### src/rtl/tristate_bus_arbiter_pkg.sv
// rtl/tristate_bus_arbiter_pkg.sv - shared state encodings and parameter defaults
package tristate_bus_arbiter_pkg;

  typedef enum logic [1:0] {
    ST_IDLE  = 2'b00,
    ST_GRANT = 2'b01,
    ST_TURN  = 2'b10
  } state_e;

  localparam int DEF_N        = 4;
  localparam int DEF_MAX_HOLD = 8;

endpackage

### src/rtl/rr_pick.sv
// rtl/rr_pick.sv - combinational round-robin winner search starting after last_owner
module rr_pick #(
  parameter  int N = 4,
  localparam int W = $clog2(N)
) (
  input  logic [N-1:0] req,
  input  logic [W-1:0] last_owner,
  output logic         any,
  output logic [W-1:0] winner
);

  int idx;

  // Walk from the farthest offset to the nearest so the nearest set bit wins.
  always_comb begin
    any    = 1'b0;
    winner = '0;
    idx    = 0;
    for (int i = N; i >= 1; i--) begin
      idx = int'(last_owner) + i;
      if (idx >= N) idx = idx - N;
      if (req[idx]) begin
        any    = 1'b1;
        winner = W'(idx);
      end
    end
  end

endmodule

### src/rtl/tristate_bus_arbiter.sv
// rtl/tristate_bus_arbiter.sv - round-robin owner select for a shared tri-state bus
module tristate_bus_arbiter
  import tristate_bus_arbiter_pkg::*;
#(
  parameter  int N        = DEF_N,
  parameter  int MAX_HOLD = DEF_MAX_HOLD,
  localparam int W        = $clog2(N)
) (
  input  logic         clk,
  input  logic         rst,
  input  logic [N-1:0] req,
  output logic [N-1:0] oe,
  output logic [W-1:0] grant_id,
  output logic         bus_busy,
  output logic         timeout
);

  localparam logic [7:0] HOLD_LAST = 8'(MAX_HOLD - 1);

  state_e         state_q, state_d;
  logic [N-1:0]   oe_q, oe_d;
  logic [W-1:0]   gid_q, gid_d;
  logic [W-1:0]   last_q, last_d;
  logic [7:0]     hold_q, hold_d;
  logic           busy_q, busy_d;
  logic           tmo_q, tmo_d;
  logic           pick_any;
  logic [W-1:0]   pick_w;

  rr_pick #(.N(N)) u_rr_pick (
    .req        (req),
    .last_owner (last_q),
    .any        (pick_any),
    .winner     (pick_w)
  );

  always_comb begin
    state_d = state_q;
    oe_d    = '0;
    gid_d   = gid_q;
    last_d  = last_q;
    hold_d  = hold_q;
    busy_d  = 1'b0;
    tmo_d   = 1'b0;
    case (state_q)
      ST_GRANT: begin
        if (!req[gid_q]) begin
          state_d = ST_TURN;
          hold_d  = '0;
        end else if (hold_q == HOLD_LAST) begin
          state_d = ST_TURN;
          hold_d  = '0;
          tmo_d   = 1'b1;
        end else begin
          hold_d  = hold_q + 8'd1;
          oe_d    = oe_q;
          busy_d  = 1'b1;
        end
      end
      // IDLE and TURN leave identically; TURN simply guarantees one all-off cycle.
      default: begin
        if (pick_any) begin
          state_d        = ST_GRANT;
          gid_d          = pick_w;
          last_d         = pick_w;
          oe_d[pick_w]   = 1'b1;
          busy_d         = 1'b1;
          hold_d         = '0;
        end else begin
          state_d = ST_IDLE;
        end
      end
    endcase
  end

  always_ff @(posedge clk) begin
    if (rst) begin
      state_q <= ST_IDLE;
      oe_q    <= '0;
      gid_q   <= '0;
      last_q  <= W'(N - 1);
      hold_q  <= '0;
      busy_q  <= 1'b0;
      tmo_q   <= 1'b0;
    end else begin
      state_q <= state_d;
      oe_q    <= oe_d;
      gid_q   <= gid_d;
      last_q  <= last_d;
      hold_q  <= hold_d;
      busy_q  <= busy_d;
      tmo_q   <= tmo_d;
    end
  end

  assign oe       = oe_q;
  assign grant_id = gid_q;
  assign bus_busy = busy_q;
  assign timeout  = tmo_q;

endmodule

### config.mk
export PLATFORM = sky130hd
export DESIGN_NAME = tristate_bus_arbiter
export DESIGN_NICKNAME = d
export VERILOG_FILES = /design/src/rtl/tristate_bus_arbiter_pkg.sv /design/src/rtl/rr_pick.sv /design/src/rtl/tristate_bus_arbiter.sv
export SDC_FILE = /design/constraint.sdc
export NUM_CORES = 1
export LEC_CHECK = 0
export BUFFER_PORTS_ARGS = -buffer_cell sky130_fd_sc_hd__buf_2
export CAP_MARGIN = 20
export CORE_MARGIN = 4
export CORE_UTILIZATION = 50
export DETAILED_ROUTE_END_ITERATION = 8
export PLACE_DENSITY = 0.74
export SLEW_MARGIN = 40
export SYNTH_ARGS = -nofsm -noshare
export SYNTH_HDL_FRONTEND = slang
export SYNTH_SLANG_ARGS = --single-unit
### constraint.sdc
create_clock -name clk -period 2.8 [get_ports clk]
set_input_delay 0.14 -clock clk [delete_from_list [all_inputs] [get_ports clk]]
set_output_delay 0.14 -clock clk [all_outputs]
set_load 0.05 [all_outputs]
* Word level (Yosys, flattened, before mapping)
Index checks and enable logic that the tools add are counted.
** Word-level totals
- Input bits :: 6
- Output and inout port bits :: 8
- Word-level logic and storage cells :: 81
- Bits in registers :: 20
** Operators by class
- Reduce and logical (&&, ||, !) cells :: 4
- Bitwise operators :: 2
- Eq/ne operators :: 3
- $add $sub $neg :: 9
- Magnitude comparators :: 11
- Mux-type cells :: 45
** Operators by type and width (count)
- $ge A32 B4 Y1 const B :: 4
- $lt A32 B4 Y1 const B :: 4
- $mux W32 :: 4
- $sub A32 B4 Y32 const B :: 4
- $mux W8 :: 4
- $mux W1 :: 20
- $mux W4 :: 4
- $mux W2 :: 7
- $bmux W1 S2 :: 5
- $add A8 B1 Y8 const B :: 1
- $eq A8 B3 Y1 const B :: 1
- $add A2 B2 Y3 const B :: 2
- $lt A2 B3 Y1 const B :: 2
- $add A2 B3 Y4 const B :: 1
- $add A2 B1 Y3 const B :: 1
- $ne A3 B3 Y1 const B :: 1
- $reduce_or A3 Y1 :: 1
- $demux W1 S2 :: 1
- $eq A2 B1 Y1 const B :: 1
- $ge A2 B1 Y1 const B :: 1
- $not A1 Y1 :: 2
- $reduce_and A2 Y1 :: 1
- $reduce_bool A2 Y1 :: 1
- $logic_and A1 B1 Y1 :: 1

* Logic depth before layout (Yosys ltp)
Gate-level depths: netlist (run 1).
- Word-level depth :: 16
- Gate-level depth with buffers :: 6
- Mapped depth without buffers :: 5

* Hierarchy
Synthesis (run 1) repeated with hierarchy kept, for this count alone.
** Unflattened totals
- Cells, all modules :: 106
- Area, all modules :: 963.4 um2
** By module, submodules not included
- tristate_bus_arbiter :: seq. area each 400.4 um2, instances 1, cells each 92, area an instance 872.1 um2
- rr_pick :: seq. area each 0.0 um2, instances 1, cells each 14, area an instance 91.3 um2

* Least setup slack after synthesis (run 1)
No wires, ideal clock.
- Path kind :: register to register
- Start point :: register gid_q[0], in the netlist grant_id[0]
- End point :: register hold_q[1]
- Path buffers :: 1
- Slack :: 0.920 ns
- Data arrival time :: 1.763 ns
- Setup time :: 0.117 ns
- Period minus slack after synthesis :: 1.880 ns
- Stages on the path, launching flop included :: 5
- Required time :: 2.683 ns
- Cells stage by stage :: dfxtp_1 mux4_2 o211a_4 buf_6 a22o_2
** Between the ends
- Longest elaborated chain between the ends :: 4
** RTL lines
- start: declaration :: line tristate_bus_arbiter.sv:22 : logic [W-1:0] gid_q, gid_d;
- start signal: assignment :: line tristate_bus_arbiter.sv:88 : gid_q <= gid_d;
- $bmux W1 S2 :: line tristate_bus_arbiter.sv:47 : if (!req[gid_q]) begin
- $mux W1 (not written as such) :: line tristate_bus_arbiter.sv:47
- $mux W8 :: line tristate_bus_arbiter.sv:47
- $mux W8 :: line tristate_bus_arbiter.sv:45 : case (state_q)
- end signal: assignment :: line tristate_bus_arbiter.sv:90 : hold_q <= hold_d;
- end: declaration :: line tristate_bus_arbiter.sv:24 : logic [7:0] hold_q, hold_d;
Every way passes these cells. The select of a mux whose other input is x is not followed.
A chain may end at the register's enable or synchronous reset.

* Worst setup path in the final report (run 1)
- Start point :: register hold_q[0]
- End point :: register hold_q[3]
** Between the ends
- Longest elaborated chain between the ends :: 4
- Elaborated cells on any way between the ends :: 5
** RTL lines
- $add A8 B1 Y8 / $eq A8 B3 Y1 (equally long branches) :: line tristate_bus_arbiter.sv:55, tristate_bus_arbiter.sv:50
- $mux W8 (*) :: line tristate_bus_arbiter.sv:50 : end else if (hold_q == HOLD_LAST) begin
- $mux W8 (*) :: line tristate_bus_arbiter.sv:47
- $mux W8 (*) :: line tristate_bus_arbiter.sv:45
Mark *: on every way between the ends. The rest lies on a longest branch, timed or not.

==> metrics.txt, run 1 <==
FFs w/ async S/R, synth=0%; worst setup slack for register-to-register paths=0.92 ns; Total Neg Setup Slack=0 ns; FF-to-FF path depth=5; area occupied by multi-input gates=511.7 sq um; initial standard-cell utilization of the core=53.76%; area fraction in and, or, nand and nor cells after synthesis=24.27%; buffer count from post-CTS setup fixing=0; largest fanout on the critical path=15; PnR Total Power=0.0006120 W; initial antenna violation count=0; power density relative to cell area=579.6 mW/mm^2; Clock Skews=0.001796 ns; global-route congestion overflow total=0; Rel. slew slack=66.24%; part of the Yosys area used for sequential elements=42.67%; internal cell power=0.0004266 W; number of distinct library cells after synthesis=37; final cycle utilization of the critical path=67.03%; standard-cell rows=15; ports placed on the boundary=14; critical path arrival=2.07 ns; Comb power frac=21.7%; Hold Violations, Final=0; later-pin clock latency in the skew report=0.29 ns; number of nets with antenna violations after routing=0; critical-path cell with the highest stage delay=or4b_4; Min-Delay Endpoint=grant_id[1]$_SDFFE_PP0P_; hold buffers post-CTS=0; number of clock buffers inserted by TritonCTS=3; die span in x=51.32 microns; growth of design area from synthesis to finish=12.53%; Lkg Pwr=0.4419 nW; fraction of power spent switching nets=30.30%; class of the most critical hold timing path=input port to flop; number of DRC violations after detailed routing=0; max-cap check violation count=0; Initial DRT Pass Iterations=4; IO Port Bufs=13; category of cells accounting for the largest share of critical-path delay=compound AO/OA/AOI/OAI gates; warnings from Yosys=0; fraction of layout instances using a drive strength above 1=23.08%; GR Util All Layers=14.78%; global-route wire length before repair=2980 microns; CTS root buffer=clkbuf_4; Finished Core Util=60.50%; fraction of synthesized cell area in xor and xnor cells=0.9333%; Std-Cell Core Area=0.001745 sq mm; unrepaired setup endpoints after global routing=false; routed len/inst=12.48 microns; start point of the critical path=hold_q[0]$_SDFFE_PP0P_; maximum root-to-sink buffer count=2; combined buffer and inverter count along the critical path=0; largest family of logic cells by synthesized area=simple AND/OR/NAND/NOR gates; setup slack after layout=0.9230 ns; achievable frequency=0.5328 GHz; actual transition at the worst max-transition pin=0.5053 ns; number of gates given a new drive strength after cts=0; Post-synth top flop=dfxtp_1; flip-flop and latch count after synthesis=20; kind of end point of the critical path=flop; pre-CTS setup slack=0.9429 ns; FILL cells=160; Avg Synthesized Cell Area=9.200 sq um; number of cells on the worst hold path=2; FF+latch area=400.4 sq um; Seq pwr share=51.9%; final setup violation count=0; final period demand of the worst path=1.877 ns; overall die area=0.002634 sq mm; CTS tree=yes; NetSw=0.0001854 W; drt first-iter violations=19; clk slew on worst S/H paths=0.11 ns; count of flip-flops with a built-in enable after synthesis=0; critical-path cell list=ha_1 > or4b_4 > o211a_4 > a21o_1 > a22o_1; share of Yosys cell area claimed by the top area cell type=42.67%; worst IR drop on VDD=0.4061 mV; category of the most critical setup path=flop to flop; post-synthesis compound-gate area fraction=22.27%; number of cells produced by synthesis=102; Inst Count DP=138; Adder-Cell Fraction of Synth Area=1.333%; longest individual stage delay on the worst path=0.50 ns; vias after detailed routing=790; hold path startpoint=rst; clock sink count=20; post-DP HPWL=1366 microns; Max Transition Viols Final=0; Syn Nets=109; required arrival time at the worst endpoint=2.99 ns; status=finished clean; n_diodes=0; area leader, netlist=dfxtp_1; Via density=5.563; dominant cells by area after synthesis=dfxtp_1, a31oi_1, nand2_1; pin count of the biggest net entering global routing=16; startpoint of the most critical register-to-register path=hold_q[0]$_SDFFE_PP0P_; multiplexer area fraction after synthesis=5.733%; Crit Reg-Reg Endpoint=hold_q[3]$_SDFFE_PP0P_; non-filler instance count after layout=142; die height=51.32 microns; Routed WL=1772 microns; critical path launch point type=flop; netlist area before placement=938.4 sq um; via count of the first global-routing pass=715; H-tree depth=1; routability congestion estimate=0.8615; clock share of power=26.5%; total number of nets in the final design=125
power groups by stage:
| stage | logic [W] | registers, W | clock network (W) |
|---|---|---|---|
| after floorplan | 0.0000671 | 0.000360 | 0 |
| final | 0.000133 | 0.000318 | 0.000162 |
| after CTS | 0.000133 | 0.000318 | 0.000169 |
| after global placement | 0.000130 | 0.000324 | 0 |
| after global routing | 0.000144 | 0.000321 | 0.000184 |
| after detailed placement | 0.000132 | 0.000324 | 0 |
layer usage:
layer | routed length, microns | track usage, % | vias to the layer above | share of wire [%]
met4 | 14 | 4.367 | 0 | 0.79
li1 | - | - | 406 | -
met3 | 80 | 3.499 | 2 | 4.5
met2 | 865 | 25.54 | 14 | 49
met5 | 0 | 0 | - | 0
met1 | 811 | 18.13 | 368 | 46
flip-flops by register name, summed over array words and instances, names as in the netlist:
signal	count
bus_busy	1
last_q	2
timeout	1
hold_q	8
state_q	2
grant_id	2
oe	4
synth_stat cells, drive strengths merged (6+ instances only):
| cell | instances |
|---|---|
| dfxtp | 20 |
| nand2 | 10 |
| a21oi | 6 |
| a31oi | 6 |
| o21ai | 7 |
| nor2 | 6 |
worst max path at each step:
stage	slack, ns	endpoint	cells after the start
final	0.92	hold_q[3]$_SDFFE_PP0P_	5
after global routing	0.84	hold_q[3]$_SDFFE_PP0P_	5
after CTS	0.92	hold_q[3]$_SDFFE_PP0P_	5
after detailed placement	0.94	hold_q[3]$_SDFFE_PP0P_	5
after global placement	1.02	hold_q[3]$_SDFFE_PP0P_	5
after floorplan	0.92	hold_q[1]$_SDFFE_PP0P_	4
kinds of logic (layout without fill, tap and decap cells):
| logic type | count (synthesis) | after routing |
|---|---|---|
| multiplexers | 4 | 4 |
| buffers and inverters | 5 | 20 |
| XOR/XNOR | 1 | 1 |
| AO/OA/AOI/OAI | 31 | 31 |
| flip-flops | 20 | 20 |
| AND/OR/NAND/NOR | 40 | 40 |
| adder cells (fa/ha/maj) | 1 | 1 |
layout by cell type, fill, tap and decap left out, drive strengths merged, types with 3 or more instances in the layout:
| cell | instances |
|---|---|
| nor2 | 6 |
| a31oi | 6 |
| clkbuf | 4 |
| dfxtp | 20 |
| a22o | 3 |
| o21ai | 7 |
| a21oi | 6 |
| nand3 | 3 |
| nand2 | 10 |
| nor2b | 3 |
| and3 | 3 |
| buf | 13 |
| inv | 3 |
| nor3 | 3 |
| a21o | 3 |
final cells by class:
cell class | count | share of cell area (%)
clock buffer | 4 | 3.436
tap | 25 | 2.962
sequential | 20 | 37.91
multi-input combinational | 77 | 48.46
inverter | 3 | 1.066
timing repair buffer | 13 | 6.161
stage by stage:
stage                     hold WS [ns]  cell area [sq um]
after CTS                       0.1312               1056
final                           0.1389               1056
after global placement          0.4371               1020
after floorplan                 0.3567              938.4
after detailed placement        0.4440               1020
after global routing            0.1444               1056
Note: power is estimated with default switching activity, not from simulation.
==> inputs of run 2 (changes only) <==
ABC_AREA = 1   (was unset)
CORE_ASPECT_RATIO = 1.75   (was unset)
PLACE_DENSITY = 0.73   (was 0.74)
clock period = 1.75 ns   (was 2.8 ns; I/O delays follow)
==> metrics.txt, run 2 <==
kind of end point of the critical path=flop; FFs w/ async S/R, synth=0% (unchanged); most common cell after layout, fill and taps aside=nand2_1; initial antenna violation count=0 (unchanged); max-cap check violation count=0 (unchanged); number of clock buffers inserted by TritonCTS=3 (unchanged); status=finished clean; n_diodes=0 (unchanged); top layer reached by signal wires=met4; Placed Area=0.001257 sq mm (+23%); PnR Total Power=0.002135 W (+250%); share of Yosys cell area claimed by the top area cell type=34.22% (-8.4 points); met2 layer wire length in the routed design=1409 microns (+63%); Post-synth top flop=dfxtp_1; final period demand of the worst path=1.546 ns (-0.3305 ns); critical path launch point type=flop; overall die area=0.003208 sq mm (+22%); flip-flop count of the largest register, all copies and words added=8 (unchanged); Layout Cell Area excl Fill=0.001303 sq mm (+23%); FILL cells=217 (+36%); die height=71.99 microns (+40%); die span in x=44.57 microns (-13%); Syn Nets=163 (+50%); Critical Path Most Common Cell=nand2_1; Total Neg Setup Slack=0 ns (unchanged); Seq pwr share=28.5% (-23 points); Std-Cell Core Area=0.002175 sq mm (+25%); dominant cells by area after synthesis=dfxtp_1, nand2_1, nand2_4; number of nets with antenna violations after routing=0 (unchanged); Initial DRT Pass Iterations=4 (unchanged); final setup violation count=0 (unchanged); hold path startpoint=rst; IO Port Bufs=13 (unchanged); initial standard-cell utilization of the core=53.80% (about the same); NetSw=0.001088 W (+490%); number of gates given a new drive strength after cts=0 (unchanged); Clock Skews=0.002026 ns (+0.0002303 ns); Hold Violations, Final=0 (unchanged); flip-flop and latch count after synthesis=20 (unchanged); clock share of power=12.4% (-14 points); CTS root buffer=clkbuf_4; longest individual stage delay on the worst path=0.32 ns (-0.18 ns); drt first-iter violations=15 (-4); Reg with most FFs=hold_q; final cycle utilization of the critical path=88.37% (+21 points); startpoint of the most critical register-to-register path=last_q[0]$_SDFFE_PP1P_; largest fanout on the critical path=8 (-7); number of distinct library cells after synthesis=28 (-24%); critical-path cell with the highest stage delay=dfxtp_1; Commonest cells post-synth=nand2_1, dfxtp_1, inv_1; fraction of power spent switching nets=50.94% (+21 points); leading cell type by number of instances after synthesis=nand2_1; post-DP HPWL=1968 microns (+44%); Avg Synthesized Cell Area=7.499 sq um (-18%); power density relative to cell area=1639 mW/mm^2 (+180%); combined buffer and inverter count along the critical path=3 (+3); category of cells accounting for the largest share of critical-path delay=simple AND/OR/NAND/NOR gates; pin count of the biggest net entering global routing=14 (-2); part of the Yosys area used for sequential elements=34.22% (-8.4 points); count of flip-flops with a built-in enable after synthesis=0 (unchanged); maximum root-to-sink buffer count=2 (unchanged); sum of routed wire segments on met1=902 microns (+11%); later-pin clock latency in the skew report=0.30 ns (about the same); unrepaired setup endpoints after global routing=false; via count of the first global-routing pass=1035 (+45%); ports placed on the boundary=14 (unchanged); category of the most critical setup path=flop to flop; Max Transition Viols Final=0 (unchanged); standard-cell rows=22 (+7); warnings from Yosys=0 (unchanged); global-route congestion overflow total=0 (unchanged); routed len/inst=12.31 microns (-1.3%); hold buffers post-CTS=0 (unchanged); internal cell power=0.001047 W (+150%); critical-path cell list=buf_4 > inv_8 > nand2_1 > nand2_1 > nand2_1 > nand2_1 > nand2_1 > nand2_1 > nand2_2 > nand2_2 > nand2_1 > nand2_1 > nand2_1 > inv_1; Finished Core Util=59.90% (-0.61 points); growth of design area from synthesis to finish=11.34%; routability congestion estimate=0.8179 (-5.1%); Routed WL=2413 microns (+36%); class of the most critical hold timing path=input port to flop; CTS tree=yes; Lkg Pwr=0.6266 nW (+42%); most used cells in the layout excluding fill and tap cells=nand2_1, dfxtp_1, inv_1, a21oi_1, buf_2; worst IR drop on VDD=0.7806 mV (+92%); Via density=5.173 (-7.0%); required arrival time at the worst endpoint=1.96 ns (-1.03 ns); actual transition at the worst max-transition pin=0.2680 ns (-0.2373 ns); number of DRC violations after detailed routing=0 (unchanged); Rel. slew slack=82.11% (+16 points); GR Util All Layers=17.28% (+2.5 points); start point of the critical path=last_q[0]$_SDFFE_PP1P_; Comb power frac=59.1% (+37 points); total number of nets in the final design=180 (+44%); netlist area before placement=0.001170 sq mm (+25%); Met3 Wirelength=48 microns (-40%); global-route wire length before repair=4250 microns (+43%); critical path arrival=1.76 ns (-0.31 ns); clock sink count=20 (unchanged); buffer count from post-CTS setup fixing=0 (unchanged); H-tree depth=1 (unchanged); achievable frequency=0.6466 GHz (+21%); fraction of layout instances using a drive strength above 1=29.07% (+6.0 points); area leader, netlist=dfxtp_1; number of cells produced by synthesis=156 (+53%); clk slew on worst S/H paths=0.11 ns (about the same); vias after detailed routing=1014 (+28%)
run 2: cells by family after synthesis:
group / synth area share [%]
and+or+nand+nor: 38.50
buffers and inverters: 9.517
AOI/OAI and AO/OA: 12.94
DFF: 34.22
xor gates and xnor gates: 3.743
adders and majority gates: 1.069
run 2: final cells by class:
| class | instances | area, sq um | area share (%) |
|---|---|---|---|
| sequential | 20 | 400.4 | 30.74 |
| timing repair buffer | 14 | 72.57 | 5.572 |
| multi-input combinational | 112 | 665.6 | 51.10 |
| clock buffer | 4 | 36.28 | 2.786 |
| tap | 24 | 30.03 | 2.305 |
| inverter | 22 | 97.59 | 7.493 |
run 2: worst reg2reg max path, delay by kind of cell, from the launching register on:
family	cells	cell delay (ns)
buffers and inverters	3	0.31
DFF	1	0.32
and+or+nand+nor	11	0.83
run 2: power groups by stage:
stage	clock network, W	logic [W]	registers [W]
2_1_floorplan	0	0.000831	0.000813
3_3_place_gp	0	0.00123	0.000614
3_5_place_dp	0	0.00126	0.000618
4_1_cts	0.000267	0.00126	0.000608
5_1_grt	0.000292	0.00138	0.000619
6_report	0.000266	0.00126	0.000608
run 2: worst paths after layout:
path                                    to  slack, ns  depth (start not counted)
setup / recovery  grant_id[0]$_SDFFE_PP0P_       0.20                         14
hold reg to reg         oe[1]$_SDFFE_PP0P_       0.47                          2
setup reg to reg  grant_id[0]$_SDFFE_PP0P_       0.20                         14
hold / removal     state_q[0]$_SDFFE_PP0P_       0.12                          2
run 2: routing by layer:
layer,up-vias,track usage [%]
met1,465,17.23
met3,7,3.226
met4,0,7.718
li1,532,-
met2,10,32.48
met5,-,0
run 2: through the flow:
step,worst slack [ns],instances,hold WS [ns]
detailed placement,0.1696,192,0.4352
finish,0.2035,196,0.1212
floorplan,0.1719,156,0.1605
CTS,0.1514,196,0.1217
global route,0.03494,196,0.1417
global placement,0.2645,192,0.4324
